$ cat config.mk
export PLATFORM = sky130hd
export DESIGN_NAME = decode_queue
export DESIGN_NICKNAME = d
export VERILOG_FILES = /design/src/rtl/decode_queue.sv
export SDC_FILE = /design/constraint.sdc
export NUM_CORES = 1
export LEC_CHECK = 0
export CAP_MARGIN = 25
export CELL_PAD_IN_SITES_DETAIL_PLACEMENT = 1
export CELL_PAD_IN_SITES_GLOBAL_PLACEMENT = 2
export CORE_MARGIN = 5
export CORE_UTILIZATION = 36
export DETAILED_ROUTE_END_ITERATION = 8
export GPL_TIMING_DRIVEN = 0
export PLACE_DENSITY = 0.85
export SLEW_MARGIN = 15
export SYNTH_ARGS = -nofsm -noshare
export SYNTH_HDL_FRONTEND = slang
export SYNTH_SLANG_ARGS = --single-unit
$ cat constraint.sdc
create_clock -name clk -period 3.5 [get_ports clk]
set_clock_uncertainty 0.2 [all_clocks]
set_input_delay 0.7 -clock clk [delete_from_list [all_inputs] [get_ports clk]]
set_output_delay 0.7 -clock clk [all_outputs]
set_load 0.005 [all_outputs]
$ cat src/rtl/decode_queue.sv
// rtl/decode_queue.sv - instruction queue between fetch and decode with a registered, pre-decoded ID slot
module decode_queue #(
    parameter int DEPTH = 4,
    parameter int CNT_W = $clog2(DEPTH + 1)
) (
    input  logic             clk,
    input  logic             reset,
    input  logic             f_valid,
    output logic             f_ready,
    input  logic [31:0]      f_pc,
    input  logic [31:0]      f_instr,
    input  logic             d_stall,
    input  logic             flush,
    output logic             d_valid,
    output logic [31:0]      d_pc,
    output logic [31:0]      d_instr,
    output logic [4:0]       d_rs,
    output logic [4:0]       d_rt,
    output logic [4:0]       d_rd,
    output logic [31:0]      d_imm,
    output logic [1:0]       d_rs_tuse,
    output logic [1:0]       d_rt_tuse,
    output logic [CNT_W-1:0] count
);

    localparam int PTR_W = $clog2(DEPTH);

    logic [31:0]      pc_mem    [DEPTH];
    logic [31:0]      instr_mem [DEPTH];
    logic [PTR_W-1:0] wr_ptr;
    logic [PTR_W-1:0] rd_ptr;
    logic             push;
    logic             pop;
    logic             advance;

    logic [31:0]      head_instr;
    logic [5:0]       opcode;
    logic [5:0]       funct;
    logic [31:0]      pre_imm;
    logic [1:0]       pre_rs_tuse;
    logic [1:0]       pre_rt_tuse;

    // No pop credit: a full queue refuses fetch even when the slot drains this cycle.
    assign f_ready = (count < CNT_W'(DEPTH));
    assign push    = f_valid & f_ready & ~flush;
    assign advance = ~d_valid | ~d_stall;
    assign pop     = (count != '0) & advance & ~flush;

    assign head_instr = instr_mem[rd_ptr];
    assign opcode     = head_instr[31:26];
    assign funct      = head_instr[5:0];

    always_comb begin
        pre_imm     = 32'd0;
        pre_rs_tuse = 2'd3;
        pre_rt_tuse = 2'd3;
        case (opcode)
            6'h00: begin
                case (funct)
                    6'h20, 6'h22: begin
                        pre_rs_tuse = 2'd1;
                        pre_rt_tuse = 2'd1;
                    end
                    6'h08: pre_rs_tuse = 2'd0;
                    default: ;
                endcase
            end
            6'h0D: begin
                pre_imm     = {16'd0, head_instr[15:0]};
                pre_rs_tuse = 2'd1;
            end
            6'h23: begin
                pre_imm     = {{16{head_instr[15]}}, head_instr[15:0]};
                pre_rs_tuse = 2'd1;
            end
            6'h2B: begin
                pre_imm     = {{16{head_instr[15]}}, head_instr[15:0]};
                pre_rs_tuse = 2'd1;
                pre_rt_tuse = 2'd2;
            end
            6'h04: begin
                pre_imm     = {{14{head_instr[15]}}, head_instr[15:0], 2'b00};
                pre_rs_tuse = 2'd0;
                pre_rt_tuse = 2'd0;
            end
            6'h0F: pre_imm = {head_instr[15:0], 16'd0};
            default: ;
        endcase
    end

    // Queue storage carries no reset; its contents are only read behind count.
    always_ff @(posedge clk) begin
        if (push) begin
            pc_mem[wr_ptr]    <= f_pc;
            instr_mem[wr_ptr] <= f_instr;
        end
    end

    always_ff @(posedge clk or posedge reset) begin
        if (reset) begin
            wr_ptr    <= '0;
            rd_ptr    <= '0;
            count     <= '0;
            d_valid   <= 1'b0;
            d_pc      <= 32'd0;
            d_instr   <= 32'd0;
            d_rs      <= 5'd0;
            d_rt      <= 5'd0;
            d_rd      <= 5'd0;
            d_imm     <= 32'd0;
            d_rs_tuse <= 2'd0;
            d_rt_tuse <= 2'd0;
        end else if (flush) begin
            wr_ptr  <= '0;
            rd_ptr  <= '0;
            count   <= '0;
            d_valid <= 1'b0;
        end else begin
            if (push) begin
                wr_ptr <= wr_ptr + PTR_W'(1);
            end
            if (pop) begin
                rd_ptr    <= rd_ptr + PTR_W'(1);
                d_valid   <= 1'b1;
                d_pc      <= pc_mem[rd_ptr];
                d_instr   <= head_instr;
                d_rs      <= head_instr[25:21];
                d_rt      <= head_instr[20:16];
                d_rd      <= head_instr[15:11];
                d_imm     <= pre_imm;
                d_rs_tuse <= pre_rs_tuse;
                d_rt_tuse <= pre_rt_tuse;
            end else if (advance) begin
                d_valid <= 1'b0;
            end
            case ({push, pop})
                2'b10:   count <= count + CNT_W'(1);
                2'b01:   count <= count - CNT_W'(1);
                default: ;
            endcase
        end
    end

endmodule

==> results list <==
* Worst skew pair latency: 0.53 ns
* Area of the die: 0.0427 mm^2
- Broken down by cell family, the worst path's largest delay share belongs to simple AND/OR/NAND/NOR gates.
- Measured against the total synthesized area, the mux share comes to 10.5%.
- Buffers inserted during clock tree synthesis total 40.
* Synth async-reset ratio: between 20 and 30%
* Remaining DRCs: 0
- The commonest cells after synthesis are sky130_fd_sc_hd__edfxtp_1, sky130_fd_sc_hd__nand2_1, sky130_fd_sc_hd__dfrtp_1, sky130_fd_sc_hd__mux4_2, sky130_fd_sc_hd__clkbuf_1.
* Hpwl dp: between 20 and 25 mm
- Crit Path Max Fanout: 10
* Count of filler cells inserted in the layout: 3,781
* Main area contributors after synthesis: sky130_fd_sc_hd__edfxtp_1, sky130_fd_sc_hd__dfrtp_1, sky130_fd_sc_hd__mux4_2
- Distinct cell type count after synthesis: 48
- Initial detailed-routing violation count: a little over 400
- The most critical setup path has its startpoint at count[0].
- After clock tree synthesis, the clock-pin slew on the worst setup and hold paths is 0.06 ns.
* Hold wc startpoint: d_pc[17]
- Most frequent CP cell: sky130_fd_sc_hd__nor2_1
- After Yosys synthesis, and, or, nand and nor cells account for around 8% of the synthesized area.
* Setup repair after global routing missed its margin: no
- Wire length per cell after detailed routing: 21.3 um
- Power Dens Cells: 774 mW/mm^2
* Vert. Die Dim: 207 um
* Yosys top cell by area: sky130_fd_sc_hd__edfxtp_1
- Synthesized-area fraction occupied by ao, oa, aoi and oai cells: ~3.7%
- After the flow finishes, the layout carries non-filler instances totaling 1,630.
- Cell leakage power: 6.55 nW
* Level count of the clock H-tree: 2
- Via count of the first global-routing pass: 8,751
* Slowest cell on crit path: sky130_fd_sc_hd__or3_1
- The number of gates resized after CTS was 1.
* CP Class: register to register
* First-pass GRT wire length: 53.0 mm
- Hold_ws: 0.268 ns
* Cell with the most instances after synthesis: sky130_fd_sc_hd__edfxtp_1
* Outcome: complete, no violations
- Synthesis produced a netlist with a net count of approximately 900.
- Path category of the worst min-delay check: register to register
- The cell area that synthesis handed to floorplanning was 0.0139 mm^2.
* Share of final-layout standard cells stronger than drive strength 1: 16.0%
* Largest net degree at the start of global routing: between 40 and 50
* RD Place Congestion: about 0.74
* Share of the synthesized netlist area taken by xor and xnor gates: 0.315%
* Std cell rows: a little over 70
- Synthesis warning total: 0
- After synthesis the netlist holds a flip-flop and latch count of 364.
- Average via count per standard cell: about 4.9
- After global routing the overflow that remains totals 0.
- Critical path arrival: 3.48 ns
- Largest stage delay, worst path: 0.46 ns
- Averaged over all synthesized cells, the footprint is 16.4 um^2.
* Aggregate routed wire length: 34.8 mm
- The pre-antenna-repair detailed-routing pass consisted of 5 iterations.
- The number of pins exceeding their max-slew limit in the final report came to 0.
- The worst path in the final design needs a cycle of 3.22 ns, including I/O delays and setup.
- Counting tap cells, the placed design contains a total of 1,559 instances.
- In the finished design, the share of the clock period the worst path needs comes to 92.1%.
- The clock passes through at most 3 buffers.
* Number of buffer and inverter instances along the worst setup path: 2
- Number of post-CTS setup repair buffers: 0
- Hold repair after CTS inserted 0 buffers.
- Met2 capacity usage during global routing: between 20% and 30%
* Effective utilization at floorplan: 36.2%
- The signal on the critical path passes through or3_1 > nand3_1 > clkbuf_2 > clkbuf_1 > nor2_1 > fa_1 > nor4_1 > a221oi_1 > nor2_1.
- Post-Synth Adder-Cell Area: 0.504%
- The hold violation count in the final report was 0.
* Max Freq: approximately 310 MHz
- Compared with the post-synthesis result, the final layout area differs by 29.3%.
- Clock tree synthesis selected as its root buffer the cell sky130_fd_sc_hd__clkbuf_16.
- Antenna violation net count after detailed routing: 0
* Post-synth top area share: about 55%
* Placeable core region: 0.0385 mm^2
- Inserted Diodes: 0
- Setup violations remaining at the end of the flow were counted as 0.
- Sequential-to-total area share from yosys stat: around 75%
* Top Ports: roughly 190
- Setup crit start kind: register
- IR Drop Worst-Case VDD: 444 uV
- Headroom to the max-slew limit came out at ~49%.
- For this design, the sink count on the clock tree is between 300 and 400.
* Synthesized netlist cell count: 847
- Slew @ Worst Pin: 0.759 ns
- TritonCTS built the clock tree.
- IO buf count: 187
* Worst EP required: ~3.8 ns
- Number of antenna violations at the first check in global routing: 5
- The global routing stage identified its most utilized layer as met2.
- By area, the combinational part of the netlist is dominated by multiplexers.
- STA classifies the critical path endpoint as a register.
* Post-synth EDFFs: 256
- Global routing used 4.14% of the available met3 tracks.
- Max-cap violations in this run came to 0.
- Among all flip-flop cells after synthesis, the most frequent one is sky130_fd_sc_hd__edfxtp_1.
- Width of the die: between 200 and 250 um
- The worst register-to-register path begins at count[0].
* GR Layer Usage met1: 21.7%
- Final net count: 1,156
* Overall track demand over capacity in global routing: 16.5%
- Detailed routing inserted a total of 7,957 vias.
[worst reg2reg max path: cells and delay by family (launching register included)]
kind / cells / cell delay, ns
buffers and inverters: 2 / 0.87
adder cells (fa/ha/maj): 1 / 0.40
AND/OR/NAND/NOR: 5 / 1.17
flip-flops: 1 / 0.45
AO/OA/AOI/OAI: 1 / 0.08
[cells in the final DEF (no fill, tap or decap), types with 15 or more instances in the layout]
master	count
sky130_fd_sc_hd__dfrtp_1	108
sky130_fd_sc_hd__clkdlybuf4s50_1	187
sky130_fd_sc_hd__buf_4	15
sky130_fd_sc_hd__a21oi_1	18
sky130_fd_sc_hd__clkbuf_1	30
sky130_fd_sc_hd__clkbuf_16	41
sky130_fd_sc_hd__mux4_2	62
sky130_fd_sc_hd__edfxtp_1	256
sky130_fd_sc_hd__nand2_1	226
[sequential cells by signal, summed over array words and instances, names as in the netlist]
signal and flops:
d_imm 32, d_rs_tuse 2, rd_ptr 2, pc_mem 128
d_pc 32, d_valid 1, wr_ptr 2, d_instr 32
count 3, d_rt_tuse 2, instr_mem 128
[path summary, 6_finish.rpt]
| path | endpoint | slack, ns | cells past startpoint |
|---|---|---|---|
| hold / removal | d_pc[17] | 0.27 | 2 |
| max in group asynchronous | d_instr[2] | 1.82 | 4 |
| setup / recovery | count[2] | 0.28 | 9 |
| min in group asynchronous | d_instr[16] | 0.42 | 2 |
| hold reg to reg | d_pc[17] | 0.27 | 2 |
| setup reg to reg | count[2] | 0.28 | 9 |
[cell type report]
type	count	area [um^2]	share of cell area, %
clock inverter	21	297	1.65
multi-input combinational	420	3210	17.9
inverter	6	26.3	0.146
buffer	56	305	1.70
timing repair buffer	194	2030	11.3
sequential	364	10400	57.8
tap	518	648	3.60
clock buffer	51	1070	5.97
[routing by layer]
| layer | vias to the layer above | share of wire, % | routed length (um) |
|---|---|---|---|
| li1 | 3596 | - | - |
| met1 | 4103 | 43 | 14900 |
| met2 | 194 | 49 | 17100 |
| met3 | 54 | 5.9 | 2040 |
| met4 | 10 | 1.8 | 619 |
| met5 | - | 0.21 | 74 |
[cells by family after synthesis]
logic type	after synthesis
simple gates	267
buf+inv	63
compound gates	78
xor+xnor	5
flops	364
mux	65
fa+ha+maj	5
[metrics by stage]
step	power [mW]	utilization [%]	instance area (um^2)	setup TNS [ns]	setup slack, ns
floorplan	7.69	-	13900	0	0.201
global placement	9.59	42.7	16400	-470.40	-1.80
detailed placement	9.71	43.2	16600	-1.94	-0.513
CTS	14.2	46.8	18000	0	0.121
global route	14.7	46.8	18000	0	0.0399
finish	13.9	46.8	18000	0	0.276
[report_power, final]
| part | switching [mW] | internal, mW | leakage [nW] | total [mW] |
|---|---|---|---|---|
| Sequential | 0.333 | 5.28 | 3.71 | 5.61 |
| Combinational | 1.99 | 1.92 | 2.16 | 3.91 |
| Clock | 1.65 | 2.75 | 0.671 | 4.40 |
Power figures use the tool's default switching activity.
